**src/rtl/phase_step_arbiter_pkg.sv**
```systemverilog
// -----------------------------------------------------------------------------
// phase_step_pkg
// Shared types and defaults for the phase-step arbiter slice.
//   state_t  : arbiter FSM states (IDLE, STEP, SETTLE)
//   grant_t  : which requester owns the step in flight
//   DEF_*    : default counter width, limits, reset value and settle interval
//   settle_w : width of the settle down-counter for a given interval
// -----------------------------------------------------------------------------
package phase_step_pkg;

    typedef enum logic [1:0] {
        IDLE   = 2'd0,
        STEP   = 2'd1,
        SETTLE = 2'd2
    } state_t;

    typedef enum logic {
        GNT_A = 1'b0,
        GNT_B = 1'b1
    } grant_t;

    localparam int DEF_W          = 4;
    localparam int DEF_MIN_VAL    = 0;
    localparam int DEF_MAX_VAL    = 15;
    localparam int DEF_INIT_VAL   = 0;
    localparam int DEF_SETTLE_CYC = 2;

    // The settle counter holds SETTLE_CYC-1 at most; keep at least one bit so
    // the register exists even when the interval is 0 or 1.
    function automatic int settle_w(input int n);
        return (n < 2) ? 1 : $clog2(n + 1);
    endfunction

endpackage

```
**src/rtl/phase_step_arbiter_if.sv**
```systemverilog
// -----------------------------------------------------------------------------
// phase_step_arbiter_if
// Request/ack handshake for two step requesters plus the counter-side outputs.
//   req_a/dir_a, req_b/dir_b : step requests and directions (1=up, 0=down)
//   ack_a/ack_b              : one-cycle acknowledge per requester
//   step_en/up_dnb           : one-cycle step strobe and direction to counter
//   count                    : shadow of the external counter (W bits)
//   sat                      : granted step was blocked at a limit
//   busy                     : arbiter is in STEP or SETTLE
// Modports: master = requester/counter side, slave = arbiter.
// -----------------------------------------------------------------------------
interface phase_step_arbiter_if
    import phase_step_pkg::*;
#(
    parameter int W = DEF_W
);
    logic         req_a;
    logic         dir_a;
    logic         ack_a;
    logic         req_b;
    logic         dir_b;
    logic         ack_b;
    logic         step_en;
    logic         up_dnb;
    logic [W-1:0] count;
    logic         sat;
    logic         busy;

    modport master (
        output req_a, dir_a, req_b, dir_b,
        input  ack_a, ack_b, step_en, up_dnb, count, sat, busy
    );

    modport slave (
        input  req_a, dir_a, req_b, dir_b,
        output ack_a, ack_b, step_en, up_dnb, count, sat, busy
    );

endinterface

```
**src/rtl/phase_step_arbiter_rr_arb2.sv**
```systemverilog
// -----------------------------------------------------------------------------
// rr_arb2
// Two-input round-robin arbiter.
//   clk, rst : clock, asynchronous active-high reset
//   req[1:0] : requests, bit 0 = A, bit 1 = B
//   update   : a grant issued this cycle is taken; advance the pointer
//   gnt[1:0] : one-hot grant (combinational from req and ptr)
//   ptr      : 1 = B wins the next tie, 0 = A wins; resets to favour A
// -----------------------------------------------------------------------------
module rr_arb2 (
    input  logic       clk,
    input  logic       rst,
    input  logic [1:0] req,
    input  logic       update,
    output logic [1:0] gnt,
    output logic       ptr
);

    // NOTE: every variable written in always_comb gets a default first so no
    // path leaves it unassigned, which would otherwise infer a latch.
    always_comb begin
        gnt = req;
        if (req == 2'b11) begin
            gnt = ptr ? 2'b10 : 2'b01;
        end
    end

    // The pointer only moves on a real grant: after granting A, B is favoured.
    // NOTE: sequential state uses non-blocking assignments so all registers
    // sample their inputs from the same pre-edge values.
    always_ff @(posedge clk or posedge rst) begin
        if (rst) begin
            ptr <= 1'b0;
        end else if (update && (gnt != 2'b00)) begin
            ptr <= gnt[0];
        end
    end

endmodule

```
**src/rtl/phase_step_arbiter.sv**
```systemverilog
// -----------------------------------------------------------------------------
// phase_step_arbiter
// Schedules single-LSB up/down steps from two requesters into a shared W-bit
// counter, keeps a saturating shadow of its count and enforces a settle
// interval after every step.
//   clk  : clock, all state updates on posedge
//   rst  : asynchronous active-high reset; aborts a step in flight
//   bus  : phase_step_arbiter_if.slave (requests, acks, step strobe, count,
//          sat, busy)
// Parameters: W, MIN_VAL, MAX_VAL, INIT_VAL, SETTLE_CYC.
// Optional build macro PHASE_STEP_CANCEL_EN: simultaneous opposite-direction
// requests cancel each other in one STEP that acks both and moves nothing.
// All outputs are registered; ack/step_en appear the cycle after STEP.
// -----------------------------------------------------------------------------
module phase_step_arbiter
    import phase_step_pkg::*;
#(
    parameter int W          = DEF_W,
    parameter int MIN_VAL    = DEF_MIN_VAL,
    parameter int MAX_VAL    = DEF_MAX_VAL,
    parameter int INIT_VAL   = DEF_INIT_VAL,
    parameter int SETTLE_CYC = DEF_SETTLE_CYC
) (
    input  logic                clk,
    input  logic                rst,
    phase_step_arbiter_if.slave bus
);

    localparam int           SW            = settle_w(SETTLE_CYC);
    localparam int           SETTLE_LOAD   = (SETTLE_CYC > 0) ? SETTLE_CYC - 1 : 0;
    localparam logic [SW-1:0] SETTLE_LOAD_L = SW'(SETTLE_LOAD);
    localparam logic [W-1:0] MIN_L         = W'(MIN_VAL);
    localparam logic [W-1:0] MAX_L         = W'(MAX_VAL);
    localparam logic [W-1:0] INIT_L        = W'(INIT_VAL);

    state_t        state_q, state_d;
    grant_t        gnt_q;
    logic          dir_q;
    logic          cancel_q;
    logic [SW-1:0] settle_q;

    logic [1:0]    req;
    logic [1:0]    arb_gnt;
    logic          rr_ptr;
    logic          arb_upd;
    logic          cancel_now;
    logic          blocked;

    logic          ack_a_q, ack_b_q, step_en_q, up_dnb_q, sat_q, busy_q;
    logic          ack_a_d, ack_b_d, step_en_d, up_dnb_d, sat_d, busy_d;
    logic [W-1:0]  count_q, count_d;

    assign req = {bus.req_b, bus.req_a};

`ifdef PHASE_STEP_CANCEL_EN
    // Opposite-direction tie: the two steps would cancel, so neither moves.
    assign cancel_now = (req == 2'b11) && (bus.dir_a != bus.dir_b);
`else
    assign cancel_now = 1'b0;
`endif

    // A cancelled tie is not a grant, so the pointer stays where it was.
    assign arb_upd = (state_q == IDLE) && !cancel_now;

    rr_arb2 u_arb (
        .clk    (clk),
        .rst    (rst),
        .req    (req),
        .update (arb_upd),
        .gnt    (arb_gnt),
        .ptr    (rr_ptr)
    );

    // A tie in IDLE must always resolve toward the requester the pointer names.
    always_comb begin
        if ((state_q == IDLE) && (req == 2'b11) && !cancel_now) begin
            assert (arb_gnt[rr_ptr]);
        end
    end

    // ---------------------------------------------------------------- FSM: state register
    always_ff @(posedge clk or posedge rst) begin
        if (rst) begin
            state_q <= IDLE;
        end else begin
            state_q <= state_d;
        end
    end

    // ---------------------------------------------------------------- FSM: next state
    always_comb begin
        state_d = state_q;
        unique case (state_q)
            IDLE:    if (req != 2'b00) state_d = STEP;
            STEP:    state_d = (SETTLE_CYC > 0) ? SETTLE : IDLE;
            SETTLE:  if (settle_q == '0) state_d = IDLE;
            default: state_d = IDLE;
        endcase
    end

    // Winner and direction are captured at the IDLE decision and used in STEP.
    always_ff @(posedge clk or posedge rst) begin
        if (rst) begin
            gnt_q    <= GNT_A;
            dir_q    <= 1'b0;
            cancel_q <= 1'b0;
        end else if ((state_q == IDLE) && (req != 2'b00)) begin
            gnt_q    <= arb_gnt[1] ? GNT_B : GNT_A;
            dir_q    <= arb_gnt[1] ? bus.dir_b : bus.dir_a;
            cancel_q <= cancel_now;
        end
    end

    // Settle down-counter: loaded in STEP, SETTLE exits when it reads zero.
    always_ff @(posedge clk or posedge rst) begin
        if (rst) begin
            settle_q <= '0;
        end else if (state_q == STEP) begin
            settle_q <= SETTLE_LOAD_L;
        end else if ((state_q == SETTLE) && (settle_q != '0)) begin
            settle_q <= settle_q - 1'b1;
        end
    end

    // ---------------------------------------------------------------- FSM: outputs
    // Moving past a limit is refused; count can therefore never wrap.
    assign blocked = dir_q ? (count_q == MAX_L) : (count_q == MIN_L);

    always_comb begin
        ack_a_d   = 1'b0;
        ack_b_d   = 1'b0;
        step_en_d = 1'b0;
        up_dnb_d  = 1'b0;
        sat_d     = 1'b0;
        count_d   = count_q;
        busy_d    = (state_d != IDLE);
        if (state_q == STEP) begin
            if (cancel_q) begin
                ack_a_d = 1'b1;
                ack_b_d = 1'b1;
            end else begin
                ack_a_d = (gnt_q == GNT_A);
                ack_b_d = (gnt_q == GNT_B);
                if (blocked) begin
                    sat_d = 1'b1;
                end else begin
                    step_en_d = 1'b1;
                    up_dnb_d  = dir_q;
                    count_d   = dir_q ? count_q + 1'b1 : count_q - 1'b1;
                end
            end
        end
    end

    always_ff @(posedge clk or posedge rst) begin
        if (rst) begin
            ack_a_q   <= 1'b0;
            ack_b_q   <= 1'b0;
            step_en_q <= 1'b0;
            up_dnb_q  <= 1'b0;
            sat_q     <= 1'b0;
            busy_q    <= 1'b0;
            count_q   <= INIT_L;
        end else begin
            ack_a_q   <= ack_a_d;
            ack_b_q   <= ack_b_d;
            step_en_q <= step_en_d;
            up_dnb_q  <= up_dnb_d;
            sat_q     <= sat_d;
            busy_q    <= busy_d;
            count_q   <= count_d;
        end
    end

    assign bus.ack_a   = ack_a_q;
    assign bus.ack_b   = ack_b_q;
    assign bus.step_en = step_en_q;
    assign bus.up_dnb  = up_dnb_q;
    assign bus.sat     = sat_q;
    assign bus.busy    = busy_q;
    assign bus.count   = count_q;

endmodule

```
**src/flat_wrapper.sv**
```systemverilog
// flat-port wrapper written by rule: the top's interface ports become plain ports
module phase_step_arbiter_flat import phase_step_pkg::*;
#(
    parameter int W          = DEF_W,
    parameter int MIN_VAL    = DEF_MIN_VAL,
    parameter int MAX_VAL    = DEF_MAX_VAL,
    parameter int INIT_VAL   = DEF_INIT_VAL,
    parameter int SETTLE_CYC = DEF_SETTLE_CYC
)
  (clk, rst, bus_req_a, bus_dir_a, bus_req_b, bus_dir_b, bus_ack_a, bus_ack_b, bus_step_en, bus_up_dnb, bus_count, bus_sat, bus_busy);
  phase_step_arbiter_if #(.W(W)) bus_i ();
  input  logic clk;
  input  logic rst;
  input wire logic [$bits(bus_i.req_a)-1:0] bus_req_a;
  input wire logic [$bits(bus_i.dir_a)-1:0] bus_dir_a;
  input wire logic [$bits(bus_i.req_b)-1:0] bus_req_b;
  input wire logic [$bits(bus_i.dir_b)-1:0] bus_dir_b;
  output wire logic [$bits(bus_i.ack_a)-1:0] bus_ack_a;
  output wire logic [$bits(bus_i.ack_b)-1:0] bus_ack_b;
  output wire logic [$bits(bus_i.step_en)-1:0] bus_step_en;
  output wire logic [$bits(bus_i.up_dnb)-1:0] bus_up_dnb;
  output wire logic [$bits(bus_i.count)-1:0] bus_count;
  output wire logic [$bits(bus_i.sat)-1:0] bus_sat;
  output wire logic [$bits(bus_i.busy)-1:0] bus_busy;
  assign bus_i.req_a = bus_req_a;
  assign bus_i.dir_a = bus_dir_a;
  assign bus_i.req_b = bus_req_b;
  assign bus_i.dir_b = bus_dir_b;
  assign bus_ack_a = bus_i.ack_a;
  assign bus_ack_b = bus_i.ack_b;
  assign bus_step_en = bus_i.step_en;
  assign bus_up_dnb = bus_i.up_dnb;
  assign bus_count = bus_i.count;
  assign bus_sat = bus_i.sat;
  assign bus_busy = bus_i.busy;
  phase_step_arbiter #(.W(W), .MIN_VAL(MIN_VAL), .MAX_VAL(MAX_VAL), .INIT_VAL(INIT_VAL), .SETTLE_CYC(SETTLE_CYC)) u_core (.clk(clk), .rst(rst), .bus(bus_i));
endmodule
```
**config.mk**
```make
export PLATFORM = sky130hd
export DESIGN_NAME = phase_step_arbiter_flat
export DESIGN_NICKNAME = d
export VERILOG_FILES = /design/src/rtl/phase_step_arbiter_pkg.sv /design/src/rtl/phase_step_arbiter_if.sv /design/src/rtl/phase_step_arbiter_rr_arb2.sv /design/src/rtl/phase_step_arbiter.sv /design/src/flat_wrapper.sv
export SDC_FILE = /design/constraint.sdc
export NUM_CORES = 1
export LEC_CHECK = 0
export ABC_AREA = 0
export ABC_CLOCK_PERIOD_IN_PS = 1700
export CORE_MARGIN = 3
export CORE_UTILIZATION = 48
export DETAILED_ROUTE_END_ITERATION = 10
export GPL_ROUTABILITY_DRIVEN = 0
export PLACE_DENSITY = 0.77
export REMOVE_ABC_BUFFERS = 1
export SLEW_MARGIN = 20
export SYNTH_ARGS = -nofsm -noshare
export SYNTH_HDL_FRONTEND = slang
export SYNTH_SLANG_ARGS = --single-unit
```
**constraint.sdc**
```tcl
create_clock -name clk -period 1.7 [get_ports clk]
set_input_delay 0.34 -clock clk [delete_from_list [all_inputs] [get_ports clk]]
set_output_delay 0.34 -clock clk [all_outputs]
set_load 0.05 [all_outputs]
```
Word level (Yosys, flattened, before mapping)
Index checks and enable logic that the tools add are counted.

Register bits: 17. Latch bits: 0. Memory bits (writable): 0. Bits in read-only memories: 0. Input port bits: 6. Output and inout bits: 10. Memories: 0.

$add $sub $neg: 3. Multipliers: 0. Div/mod/pow operators: 0. Order comparisons: 0. Eq/ne operators: 4. Shifts and indexed selects: 0. Multiplexer cells: 19. Bitwise logic cells: 2. Reductions and logical operators: 12.

Operators by type and width (count): $mux 2 (6); $mux 1 (11); $reduce_bool 2->1 (5); $pmux 2 s3 (1); $add 4x1->4 const B (1); $eq 2x2->1 const B (2); $eq 4x4->1 const B (1); $logic_not 2->1 (2); $logic_not 4->1 (1); $mux 4 (1); $sub 4x1->4 const B (1); $logic_and 1x1->1 (3); $eq 2x1->1 const B (1); $not 1->1 (2); $reduce_and 2->1 (1); $sub 2x1->2 const B (1).

Logic depth before layout (Yosys ltp)
Gate-level depths: netlist of run 1.

Depth in word-level cells: 4. Depth in mapped cells: 6.

Modules after synthesis
Synthesis of run 1 repeated with hierarchy kept, for this count alone.

Cells, all modules: 71. Area, all modules: 794.5 um^2.

By module, submodules not included: phase_step_arbiter (times used 1, cells an instance 64, area each 735.7 um^2); rr_arb2 (times used 1, cells an instance 7, area each 58.8 um^2).

Worst setup path before layout of run 1
Ideal clock, no wire load.

Path kind: flip-flop to flip-flop. From: register u_core.count_q[0] (netlist: u_core.bus.count[0]). To: register u_core.count_q[1] (netlist: u_core.bus.count[1]). Data arrival time: 1.715 ns. Required time: 1.575 ns. Slack: -0.141 ns. Stages on the path, launching flop included: 6. Period minus slack after synthesis: 1.841 ns. Cell sequence: dfrtp_1 and4_1 mux2i_1 and2_1 buf_6 mux2_4.

Word-level cells in the longest chain between the ends: 4.

Ends and longest elaborated chain: start, declared (line phase_step_arbiter.sv:51) `logic [W-1:0] count_q, count_d;`; start signal, assigned (line phase_step_arbiter.sv:171) `count_q <= count_d;`; parallel branches: the longest is 4 deep, another holds $sub 4x1->4.

Several ways; the timed one is not identified. A chain may end at the register's enable or synchronous reset.

Final worst setup path of run 1
From: register u_core.dir_q. To: register u_core.count_q[1] (netlist: u_core.bus.count[1]).

Word-level cells in the longest chain between the ends: 3.

Ends and longest elaborated chain: start, declared (line phase_step_arbiter.sv:38) `logic dir_q;`; start signal, assigned (line phase_step_arbiter.sv:109) `dir_q <= arb_gnt[1] ? bus.dir_b : bus.dir_a;`; $mux 1 (line phase_step_arbiter.sv:127) `assign blocked = dir_q ? (count_q == MAX_L) : (count_q == MIN_L);`; $not 1->1 (no source line); $reduce_and 2->1 (no source line).

Several ways; a longest one is shown, not always the timed one.

==> results by group, run 1 <==
Run status
  – Status: completed

Clocking
  – CTS tree: done
  – Hold buffer count at CTS: 0
  – Root Driver: clkbuf_4
  – CTS Buffer Depth: 2
  – Quantity of gates resized following cts: 0
  – Reg clk slew, reported paths: 100 ps
  – Skew-Pair Late Insertion Delay: 280 ps
  – H-tree depth: 1
  – CTS buffer count: 3
  – Clock sink count: 17

Cells and area
  – Post-Route Utilization: 71.6%
  – Area delta synth->final: 29.2%
  – Ant diodes: 0
  – Net count, final: 106
  – Multi-input logic area: 318 µm²
  – Layout cells sized above 1: 22.1%
  – Reg area: 425 µm²
  – Fillers: 110

GRT
  – Number of global-route vias before repair: 551
  – Antenna violations before repair: 0
  – Largest net degree at the start of global routing: 18
  – Overall Global Routing Usage: 15.4%
  – Total grt overflow: 0
  – First-pass GRT wire length: 2360 µm

Timing
  – PnR worst setup slack: 111 ps
  – Worst hold margin: 353 ps
  – Unrepaired setup endpoints after global routing: false
  – Final Max Slew Viols: 0
  – Final setup fails: 0
  – Setup tns final: 0 ps
  – Slew headroom: 80.7%
  – Layout Skew: 6.23 ps
  – Worst-margin pin slew: 286 ps
  – Final hold violations: 0
  – Final period utilization: 93.4%
  – Max Clock Freq: 0.629 GHz
  – Fin crit period: 1590 ps

Routing
  – Routed WL: 1370 µm
  – Post-DRT Antenna Nets: 0
  – Routed met2 length: 658 µm
  – Wire length on met1: 621 µm
  – Post-route DRC: 0
  – WL/cell: 12.5 µm
  – DRT iter0 DRCs: 9
  – First-pass DRT Iterations: 4
  – Via count: 545
  – Via-per-instance ratio: 4.95
  – Highest metal used: met4
  – WL met3: 80 µm

Place
  – PortBufs: 15
  – Dpl ws: 171 ps
  – Post-detail-place hpwl: 1050 µm

Logic synthesis
  – Top_reg_cell synth: dfrtp_1
  – Synth top area cells: dfrtp_1 (54%), ha_1 (4.8%), a21oi_1 (3.8%)
  – Synth area leader: dfrtp_1
  – Ys async rst share: 100%
  – Yosys reg bits: 17
  – Synth cell types: 26
  – Synth top area share: 54.2%
  – Post-Synthesis Cells: 71
  – Number of synthesized flops with an enable pin: 0
  – Synth warn: 0
  – Seq/Total Area, Yosys: 54.2%
  – Avg Inst Size Synth: 11.0 µm²
  – Cell area after synthesis: 785 µm²

Floorplanning
  – Core area: 0.00142 mm²
  – Die ar.: 0.00216 mm²
  – Die width: 46.4 µm
  – Initial core utilization: 55.4%
  – Die H: 46.4 µm
  – Rows: 13
  – Top-level port count: 16

Worst setup path
  – Critical Path RT: 1870 ps
  – R2r setup slk: 110 ps
  – Crit end category: flip-flop
  – Worst Path Class, Setup: reg2reg
  – CP Launch Type: flip-flop
  – CP Max Fanout: 4
  – Worst EP arrival: 1760 ps

Flow run
  – Max-capacitance violation count: 0

Hold path
  – Hold crit path type: in2async
[metal layers]
metal | up-vias | GRT usage (%)
met5 | - | 0
met3 | 2 | 3.52
met1 | 241 | 19.9
met4 | 0 | 1.70
li1 | 287 | -
met2 | 15 | 26.9
[cell families after synthesis]
group	count (synthesis)	share of synthesized area, %
adders and majority gates	4	7.34
muxes	3	4.47
AOI/OAI and AO/OA	15	11.3
DFF	17	54.2
buffers and inverters	9	5.26
and+or+nand+nor	20	14.0
xor gates and xnor gates	3	3.35
[worst max-delay path, cell delays in order, from the launching register on]
cell     delay (ps)
dfrtp_1         410
buf_4           150
and4_1          180
mux2i_1         170
and2_1          260
mux2_4          310
[cells in the final DEF, fill, tap and decap left out, drive strengths merged, types with 2 or more instances in the layout]
master	n
dfrtp	17
buf	16
inv	8
nor2	6
a21oi	6
clkdlybuf4s50	5
o21ai	4
clkbuf	4
nand2	3
ha	3
nor2b	2
mux2i	2
and2	2
and3	2
xnor2	2
nand2b	2
[layout make-up]
cell class                 count  area share (%)
sequential                    17            42.0
tap                           15            1.85
clock buffer                   4            2.59
timing repair buffer          21            19.3
inverter                       8            2.96
multi-input combinational     45            31.4
[worst paths after layout]
kind	startpoint	cells past startpoint	end
max	u_core.dir_q	5	u_core.bus.count[1]
min	rst	3	u_core.bus.sat
max reg2reg	u_core.dir_q	5	u_core.bus.count[1]
min reg2reg	u_core.gnt_q	1	u_core.bus.ack_a
max in group asynchronous	rst	3	u_core.bus.count[2]
min in group clk	u_core.gnt_q	1	u_core.bus.ack_a
[registers in the layout, summed over array words and instances (netlist names)]
register / flops
u_core.bus.ack_b: 1
u_core.bus.sat: 1
u_core.u_arb.ptr: 1
u_core.settle_q: 2
u_core.bus.count: 4
u_core.state_q: 2
u_core.bus.up_dnb: 1
u_core.bus.ack_a: 1
u_core.bus.busy: 1
u_core.bus.step_en: 1
u_core.gnt_q: 1
u_core.dir_q: 1
[metrics by stage]
stage | instances | instance area (µm²)
CTS | 109 | 1010
global placement | 105 | 980
global route | 110 | 1010
detailed placement | 105 | 980
finish | 110 | 1010
floorplan | 70 | 773
[timing repair]
action,CTS,global route
endpoints found under the hold margin,0,0
setup endpoints to repair,0,1
buffers inserted,0,1
[synth_stat cells, types with 2 or more instances]
library cell and instances:
a21oi_1 6, and2_1 2, and3_1 2, dfrtp_1 17
ha_1 3, inv_1 8, mux2i_1 2, nand2_1 3
nand2b_1 2, nor2_1 6, nor2b_1 2, o21ai_0 3
xnor2_1 2
Power of run 1 is not shown: default switching activity piles up to over one toggle a cycle in this logic, so the estimate is an artifact.
==> inputs of run 2 (changes only) <==
CTS_BUF_LIST = sky130_fd_sc_hd__clkbuf_16   (was default)
HOLD_SLACK_MARGIN = 0.12   (was default)
==> results by group, run 2 (same netlist as run 1, synthesis figures left out) <==
Run status
  – Status: completed (unchanged)

GRT
  – First-pass GRT wire length: 2440 µm (was 2360 µm)
  – Largest net degree at the start of global routing: 18 (unchanged)
  – Number of global-route vias before repair: 553 (was 551)
  – Antenna violations before repair: 0 (unchanged)
  – Overall Global Routing Usage: 16.9% (was 15.4%)
  – Total grt overflow: 0 (unchanged)

Timing
  – Slew headroom: 80.7% (unchanged)
  – Unrepaired setup endpoints after global routing: false (unchanged)
  – Final Max Slew Viols: 0 (unchanged)
  – Max Clock Freq: 0.658 GHz (was 0.629 GHz)
  – Fin crit period: 1520 ps (was 1590 ps)
  – Layout Skew: 1.79 ps (was 6.23 ps)
  – Final period utilization: 89.4% (was 93.4%)
  – Final setup fails: 0 (unchanged)
  – Worst-margin pin slew: 286 ps (about the same)
  – Final hold violations: 0 (unchanged)
  – PnR worst setup slack: 180 ps (was 111 ps)

Worst setup path
  – Worst Path Class, Setup: reg2reg (unchanged)
  – CP Max Fanout: 5 (was 4)
  – Critical Path RT: 1830 ps (was 1870 ps)
  – WP buf/inv: 1 (unchanged)
  – Max stage delay on crit path: 400 ps (was 410 ps)
  – Crit end category: flip-flop (unchanged)
  – CP Launch Type: flip-flop (unchanged)
  – Crit-path cells: inv_1 > ha_1 > a21oi_1 > and3_1 > o211ai_1 > xnor2_1 (was buf_4 > and4_1 > mux2i_1 > and2_1 > mux2_4)
  – Crit path max-delay family: flip-flops (was multiplexers)
  – Worst EP arrival: 1650 ps (was 1760 ps)
  – Slowest CP cell: dfrtp_1 (unchanged)

Floorplanning
  – Die H: 46.4 µm (unchanged)
  – Top-level port count: 16 (unchanged)
  – Die ar.: 0.00216 mm² (unchanged)
  – Core area: 0.00142 mm² (unchanged)
  – Rows: 13 (unchanged)
  – Initial core utilization: 55.4% (unchanged)
  – Die width: 46.4 µm (unchanged)

Routing
  – First-pass DRT Iterations: 2 (was 4)
  – Post-route DRC: 0 (unchanged)
  – WL/cell: 13.0 µm (was 12.5 µm)
  – Via-per-instance ratio: 5.11 (was 4.95)
  – Via count: 557 (was 545)
  – Post-DRT Antenna Nets: 0 (unchanged)
  – Routed WL: 1420 µm (was 1370 µm)
  – DRT iter0 DRCs: 4 (was 9)

Clocking
  – Reg clk slew, reported paths: 50 ps (was 100 ps)
  – CTS Buffer Depth: 2 (unchanged)
  – CTS tree: done (unchanged)
  – Hold buffer count at CTS: 0 (unchanged)
  – CTS buffer count: 3 (unchanged)
  – Root Driver: clkbuf_16 (was clkbuf_4)
  – H-tree depth: 1 (unchanged)
  – Quantity of gates resized following cts: 0 (unchanged)
  – Clock sink count: 17 (unchanged)
  – Skew-Pair Late Insertion Delay: 250 ps (was 280 ps)
  – Postcts setup bufs: 0 (unchanged)

Cells and area
  – Net count, final: 105 (was 106)
  – Finished Cell Area: 0.00106 mm² (was 0.00101 mm²)
  – Ant diodes: 0 (unchanged)
  – Area delta synth->final: 34.9% (was 29.2%)
  – Most common cell after layout, fill and taps aside: dfrtp_1 (unchanged)
  – Most frequent cells in the layout: dfrtp_1 (17), buf_4 (13), inv_1 (9) (was dfrtp_1 (17), buf_4 (14), inv_1 (8))
  – Layout cells sized above 1: 21.3% (was 22.1%)
  – Max FFs per register: 4 (unchanged)

Hold path
  – Hold crit path type: in2async (unchanged)

Flow run
  – Max-capacitance violation count: 0 (unchanged)

Place
  – PortBufs: 15 (unchanged)
  – Placed cell area: 980 µm² (unchanged)
  – Dpl ws: 171 ps (unchanged)
  – Post-detail-place hpwl: 1050 µm (unchanged)
[run 2: changes by cell type in the layout (fill, tap and decap cells not counted), sizes merged]
cell,previous run,this run
buf,16,15
inv,8,9
clkbuf,4,3
[run 2: per-stage QoR]
step,cells,util (%),TNS [ps],hold WS (ps)
after floorplan,70,-,-125,266
after global placement,105,69.2,0,442
after detailed placement,105,69.2,0,463
after CTS,109,74.8,0,411
after global routing,109,74.8,0,446
final,109,74.8,0,402
[run 2: area by class of cell]
class                           count  area [µm²]
Clock inverter                      1        3.75
Inverter                            8        30.0
Multi-Input combinational cell     45         318
Sequential cell                    17         425
Fill cell                          98         357
Clock buffer                        3        75.1
Tap cell                           15        18.8
Timing Repair Buffer               20         188
[run 2: metal layers]
metal,share of wire [%],track usage [%],routed length [µm],vias up
li1,-,-,-,283
met1,41,20.3,584,254
met2,50,26.6,708,15
met3,5.9,4.69,83,5
met4,2.8,10.2,39,0
met5,0,0,0,-
[run 2: path summary, 6_finish.rpt]
| kind | startpoint | to | slack [ps] | cells after the start |
|---|---|---|---|---|
| max reg2reg | u_core.dir_q | u_core.bus.count[3] | 180 | 6 |
| min reg2reg | u_core.gnt_q | u_core.bus.ack_a | 470 | 1 |
| max | u_core.dir_q | u_core.bus.count[3] | 180 | 6 |
| min in group clk | u_core.gnt_q | u_core.bus.ack_a | 470 | 1 |
| min | rst | u_core.bus.sat | 400 | 3 |
| max in group asynchronous | rst | u_core.bus.count[2] | 1120 | 3 |
[run 2: worst min-delay path: stages]
cell	delay, ps
clkdlybuf4s50_1	390
inv_1	50
buf_4	230
Power of run 2 is left out for the same reason.
